## config.mk

```make
export PLATFORM = sky130hd
export DESIGN_NAME = regfile_port_sequencer
export DESIGN_NICKNAME = d
export VERILOG_FILES = /design/src/rtl/regfile_pkg.sv /design/src/rtl/regfile_port_sequencer.sv
export SDC_FILE = /design/constraint.sdc
export NUM_CORES = 1
export LEC_CHECK = 0
export CORE_MARGIN = 2
export CORE_UTILIZATION = 58
export CTS_BUF_LIST = sky130_fd_sc_hd__clkbuf_16
export CTS_CLUSTER_DIAMETER = 50
export DETAILED_ROUTE_END_ITERATION = 6
export DONT_BUFFER_PORTS = 1
export GPL_TIMING_DRIVEN = 0
export PLACE_DENSITY = 0.76
export SYNTH_ARGS = -nofsm -noshare
export SYNTH_HDL_FRONTEND = slang
export SYNTH_SLANG_ARGS = --single-unit
```

## constraint.sdc

```tcl
create_clock -name clk -period 3.4 [get_ports clk]
set_clock_uncertainty 0.2 [all_clocks]
set_input_delay 0.34 -clock clk [delete_from_list [all_inputs] [get_ports clk]]
set_output_delay 0.34 -clock clk [all_outputs]
set_load 0.02 [all_outputs]
```

## src/rtl/regfile_pkg.sv

```systemverilog
// Shared types for the register-file port sequencer.
package regfile_pkg;

    typedef enum logic [2:0] {
        IDLE = 3'd0,
        RD1  = 3'd1,
        RD2  = 3'd2,
        CAP2 = 3'd3,
        HOLD = 3'd4
    } rf_seq_state_t;

    localparam logic [4:0] REG_ZERO = 5'd0;

endpackage

```

## src/rtl/regfile_port_sequencer.sv

```systemverilog
// Serialises rs1/rs2 operand reads and writebacks onto a single-port RF SRAM; REGFILE_BYPASS_EN forwards HOLD writes.
// Latency: operands valid 3 edges after read accept; writes land on their accept edge.
// Backpressure: a write beats a read in IDLE; operands are held until op_ready.
module regfile_port_sequencer
    import regfile_pkg::*;
#(
    parameter int ADDR_WIDTH = 5,
    parameter int DATA_WIDTH = 32
) (
    input  logic                  clk,
    input  logic                  rst,
    input  logic                  rd_req_valid,
    output logic                  rd_req_ready,
    input  logic [ADDR_WIDTH-1:0] rs1_addr,
    input  logic [ADDR_WIDTH-1:0] rs2_addr,
    output logic                  op_valid,
    input  logic                  op_ready,
    output logic [DATA_WIDTH-1:0] rs1_data,
    output logic [DATA_WIDTH-1:0] rs2_data,
    input  logic                  wb_valid,
    output logic                  wb_ready,
    input  logic [ADDR_WIDTH-1:0] wb_addr,
    input  logic [DATA_WIDTH-1:0] wb_data,
    output logic                  sram_we,
    output logic [ADDR_WIDTH-1:0] sram_addr,
    output logic [DATA_WIDTH-1:0] sram_din,
    input  logic [DATA_WIDTH-1:0] sram_dout
);

    localparam logic [ADDR_WIDTH-1:0] ZERO_IDX = ADDR_WIDTH'(REG_ZERO);

    rf_seq_state_t         state;
    rf_seq_state_t         state_nxt;
    logic [ADDR_WIDTH-1:0] rs1_q;
    logic [ADDR_WIDTH-1:0] rs2_q;
    logic                  rd_fire;
    logic                  wb_fire;

    // Ready outputs are gated by rst so nothing handshakes in the reset cycle.
    assign rd_req_ready = !rst && (state == IDLE) && !wb_valid;
    assign wb_ready     = !rst && ((state == IDLE) || (state == HOLD));
    assign rd_fire      = rd_req_valid && rd_req_ready;
    assign wb_fire      = wb_valid && wb_ready;
    assign sram_we      = wb_fire && (wb_addr != ZERO_IDX);
    assign op_valid     = (state == HOLD);

    always_comb begin
        sram_addr = ZERO_IDX;
        sram_din  = '0;
        if (sram_we) begin
            sram_addr = wb_addr;
            sram_din  = wb_data;
        end else if (state == RD1) begin
            sram_addr = rs1_q;
        end else if (state == RD2) begin
            sram_addr = rs2_q;
        end
    end

    always_comb begin
        state_nxt = state;
        unique case (state)
            IDLE:    if (rd_fire) state_nxt = RD1;
            RD1:     state_nxt = RD2;
            RD2:     state_nxt = CAP2;
            CAP2:    state_nxt = HOLD;
            HOLD:    if (op_ready) state_nxt = IDLE;
            default: state_nxt = IDLE;
        endcase
    end

    always_ff @(posedge clk) begin
        if (rst) begin
            state    <= IDLE;
            rs1_q    <= ZERO_IDX;
            rs2_q    <= ZERO_IDX;
            rs1_data <= '0;
            rs2_data <= '0;
        end else begin
            state <= state_nxt;
            if (rd_fire) begin
                rs1_q <= rs1_addr;
                rs2_q <= rs2_addr;
            end
            // x0 is still read from the SRAM to keep latency fixed; its value is discarded.
            if (state == RD2)
                rs1_data <= (rs1_q == ZERO_IDX) ? '0 : sram_dout;
            if (state == CAP2)
                rs2_data <= (rs2_q == ZERO_IDX) ? '0 : sram_dout;
`ifdef REGFILE_BYPASS_EN
            if ((state == HOLD) && sram_we) begin
                if (rs1_q == wb_addr) rs1_data <= wb_data;
                if (rs2_q == wb_addr) rs2_data <= wb_data;
            end
`endif
        end
    end

endmodule

```

After elaboration in Yosys (flattened, before gate mapping)
Index checks and enable logic that the tools add are counted.
- register bits: 77
- input port bits: 84
- output and inout port bits: 105
- word-level logic and storage cells: 34
- equal/unequal tests: 6
- multiplexer cells: 9
- reductions and logical operators: 14
- operator list (cell ; count):
    $mux 32 ; 3
    $mux 5 ; 3
    $pmux 3 s5 ; 1
    $logic_not 5->1 ; 2
    $eq 3x2->1 const B ; 2
    $logic_and 1x1->1 ; 6
    $mux 3 ; 2
    $reduce_bool 5->1 ; 1
    $eq 3x1->1 const B ; 1
    $eq 3x3->1 const B ; 1
    $logic_not 3->1 ; 1
    $logic_not 1->1 ; 2
    $ne 2x1->1 const B ; 1
    $ne 2x2->1 const B ; 1
    $reduce_and 2->1 ; 1
    $logic_or 1x1->1 ; 1

Depth between registers and ports, before layout
- word-level depth: 6
- depth in mapped cells: 6
- mapped depth without buffers: 3

Worst setup path before layout
Ideal clock, no wire load.
- kind: in2out
- start: in rst
- end: out rd_req_ready
- arrival time: 1.791 ns
- data required time: 2.860 ns
- path slack: 1.069 ns
- stages on the path: 4
- buffers on the path: 2
- cells stage by stage: buf_2 buf_1 nor3_1 nor3b_1
- longest elaborated chain between the ends: 3
- ends and longest elaborated chain (element ; line ; text):
    start: declaration ; regfile_port_sequencer.sv:11 ; input logic rst,
    $logic_not 1->1 ; regfile_port_sequencer.sv:40 ; assign rd_req_ready = !rst && (state == IDLE) && !wb_valid;
    $logic_and 1x1->1 (2 in a row) ; regfile_port_sequencer.sv:40 ;
    end: declaration ; regfile_port_sequencer.sv:13 ; output logic rd_req_ready,
Every way passes these cells.

Worst setup path in the final report
- start: reg state[1]
- end: out rd_req_ready
- longest elaborated chain between the ends: 3
- ends and longest elaborated chain (element ; line ; text):
    start: declaration ; regfile_port_sequencer.sv:32 ; rf_seq_state_t state;
    start signal: assignment ; regfile_port_sequencer.sv:80 ; state <= state_nxt;
    $logic_not 3->1 ; regfile_port_sequencer.sv:40 ;
    $logic_and 1x1->1 (2 in a row) ; regfile_port_sequencer.sv:40 ;
Every way passes these cells.

==> PnR_summary.wiki <==
{| class="wikitable"
! Metric !! Value
|-
| Worst setup slack for register-to-register paths || 1530 ps
|-
| CORE AREA || between 5000 and 6000 um^2
|-
| Critical path startpoint || state[1]
|-
| Number of different library cells in the post-synthesis netlist || 33
|-
| Cell with the most instances after synthesis || dfxtp_1
|-
| Die outline area || approximately 6900 um^2
|-
| Routed WL || 11000 um
|-
| Port Buffers || 0
|-
| Count of fill cells added during filler insertion || 467
|-
| Floorplan die height || between 80 and 90 um
|-
| Sequential element share of the synthesized area || 42.7%
|-
| Max clock buf depth || 2
|-
| Share of the clock period used by the worst path after layout || 79.7%
|-
| Avg Cell Area, Syn || roughly 8.7 um^2
|-
| Die outline width || 82.9 um
|-
| Worst endpoint required time || 2860 ps
|-
| Clock transition at the register clock pins on the worst setup and hold paths after CTS || 60 ps
|-
| Hold Crit Class || input port to register
|-
| Number of design-rule violations left by the first detailed-router iteration || 230
|-
| Startpoint kind of the worst setup timing path || register
|-
| Number of I/O pins || 189
|-
| Largest net degree at the start of global routing || 13
|-
| Headroom to the max-slew limit || 42.4%
|-
| Summed negative setup slack over all endpoints || 0 ps
|-
| First-pass GRT wire length || roughly 17000 um
|-
| Number of instances in the synthesized netlist || 415
|-
| Crit end category || output pin
|-
| Leakage power figure || approximately 1.7 nW
|-
| Unrepaired setup endpoints after global routing || no
|-
| Fraction of synthesis flops using an asynchronous set or reset pin || 0%
|-
| Placement-stage worst setup slack || a little under 800 ps
|-
| Fraction of synthesized cell area taken by the top area cell type || between 40% and 50%
|-
| Total via count in the routed design || 3443
|-
| Synth Register Bits || between 70 and 80
|-
| Largest fanout on the critical path || 10
|-
| Arrival time at the worst endpoint || about 2200 ps
|-
| Fraction of layout instances using a drive strength above 1 || approximately 15%
|-
| Post_cts resized || 0
|-
| Synth-to-Final Area Change || 22.5%
|-
| Main flop type after synthesis || dfxtp_1
|-
| Number of CTS-inserted buffers || 9
|-
| Number of hold violations in the final report || 0
|-
| Max-cap viol count || 0
|-
| Leading cell types by total area after synthesis || dfxtp_1 43%, nand3_1 10%, o32ai_1 7.8%, o41ai_1 7.8%, inv_1 7.0%
|-
| Top post-synthesis cells by count || 77 x dfxtp_1, 74 x nand3_1, 67 x inv_1
|-
| Post-Syn Area || around 3600 um^2
|-
| Detail Route Antenna Nets || 0
|-
| Final period demand of the worst path || 2710 ps
|-
| Outcome || completed
|-
| Number of H-tree branching levels || 3
|-
| Cell taking the most area after synthesis || dfxtp_1
|-
| Reg2reg end || rs1_data[25]
|-
| Worst VDD drop || roughly 0.00035 V
|-
| Actual slew at the worst max-slew pin || between 800 and 900 ps
|-
| Routed length per placed instance || roughly 20 um
|-
| Post-CTS Repair Setup Buffers || 0
|-
| Final RePlAce weighted congestion || roughly 0.94
|-
| Final setup vio count || 0
|-
| CP endpoint || rd_req_ready
|-
| Post-Synthesis Net Count || roughly 500
|-
| Overflow left after global routing || 0
|-
| Area after detailed placement || approximately 3700 um^2
|-
| Critical Setup Path Class || register to output pin
|-
| Total half-perimeter wirelength after legalization and detailed placement || about 7700 um
|-
| Clock latency of the later-clocked register in the worst-skew pair || between 300 and 400 ps
|-
| Count of flip-flops with a built-in enable after synthesis || 0
|-
| Number of cell instances on the worst register-to-register path || 4
|-
| Starting density of the core || approximately three fifths
|-
| Post-layout nets || 553
|-
| Via count of the first global-routing pass || between 3000 and 4000
|-
| Maximum frequency from static timing analysis || roughly 370 MHz
|-
| Number of max-slew violations in the final report || 0
|-
| Initial antenna violation count || 0
|-
| Clock root buffer || clkbuf_16
|-
| Yosys warns || 0
|-
| Global-route usage over all layers || a little under a third
|-
| Reg2Reg Launch Point || rs1_q[0]
|-
| Clk sinks || just under 80
|-
| Non-Filler Cell Area, Final || between 4000 and 5000 um^2
|-
| Setup ws final || ~700 ps
|-
| First-pass detailed-route iteration total || 5
|-
| N_diodes || 0
|-
| Number of design rule violations left after detail routing || 0
|-
| FP Rows || 28
|-
| Power per cell area || slightly above 500 nW/um^2
|-
| TritonCTS clock tree || yes
|-
| Avg Vias per Cell || about 6.3
|}
[how the worst min path moves through the flow]
| stage | to | startpoint | depth (start not counted) | slack, ps |
|---|---|---|---|---|
| detailed placement | rs2_q[2] | rs2_addr[2] | 2 | 270 |
| CTS | rs1_data[23] | sram_dout[23] | 2 | 2 |
| finish | rs1_data[25] | sram_dout[25] | 2 | 10 |
| floorplan | rs1_q[0] | rs1_addr[0] | 2 | 260 |
| global route | rs1_data[25] | sram_dout[25] | 2 | 10 |
| global placement | rs1_q[1] | rs1_addr[1] | 2 | 270 |
[metal layers]
metal | vias up | share of wire (%) | GRT usage, %
met1 | 1612 | 38 | 36.7
li1 | 1587 | - | -
met5 | - | 0 | 0
met2 | 219 | 49 | 52.8
met3 | 25 | 11 | 9.84
met4 | 0 | 2.5 | 12.8
[layout by cell type (no fill, tap or decap), types with 2 or more instances in the layout]
cell / n
a222oi_1: 2
a22oi_1: 3
and2_1: 7
and2_4: 25
buf_1: 4
buf_2: 13
buf_4: 8
buf_6: 4
clkbuf_1: 17
clkbuf_16: 9
dfxtp_1: 77
dlygate4sd3_1: 43
inv_1: 71
nand2_1: 13
nand3_1: 74
nor2_1: 2
nor2_2: 2
nor2b_1: 2
nor3_1: 2
nor3b_1: 4
o211ai_1: 10
o21ai_0: 3
o32ai_1: 32
o41ai_1: 32
or4_1: 2
[area by class of cell]
cell class / instances / area (um^2) / area share (%)
Timing Repair Buffer: 43 / 430 / 9.74
Buffer: 46 / 249 / 5.63
Clock inverter: 7 / 61.3 / 1.39
Sequential cell: 77 / 1540 / 34.9
Tap cell: 75 / 93.8 / 2.12
Multi-Input combinational cell: 225 / 1570 / 35.4
Clock buffer: 9 / 225 / 5.10
Inverter: 67 / 251 / 5.69
[through the flow]
step,instances,hold slack [ps],power [mW],util (%)
floorplan,415,263,1.21,-
global placement,490,269,1.27,62.2
detailed placement,490,272,1.27,62.2
CTS,549,2.34,2.23,74.2
global route,549,12.0,2.30,74.2
finish,549,9.85,2.23,74.2
[logic make-up after synthesis]
family / share of synthesized area (%)
DFF: 42.7
and+or+nand+nor: 23.4
AOI/OAI and AO/OA: 20.0
buffers and inverters: 13.9
[critical path, cell delays in order, from the launching register on]
cell and delay [ps]:
dfxtp_1 330, buf_4 170, nor3_1 680, nor3b_1 660
[state kept, by name, summed over array words and instances, names as in the netlist]
name / count
rs1_data: 32
rs2_data: 32
state: 3
rs1_q: 5
rs2_q: 5
[what timing repair did]
item                                   CTS  global route
endpoints found under the hold margin   73             0
hold buffers                            43             0
setup endpoints to repair                0             0
[power by group]
group,switching [mW],internal [mW]
Sequential,0.0283,0.923
Combinational,0.221,0.132
Clock,0.365,0.559
Note: power is estimated with default switching activity, not from simulation.
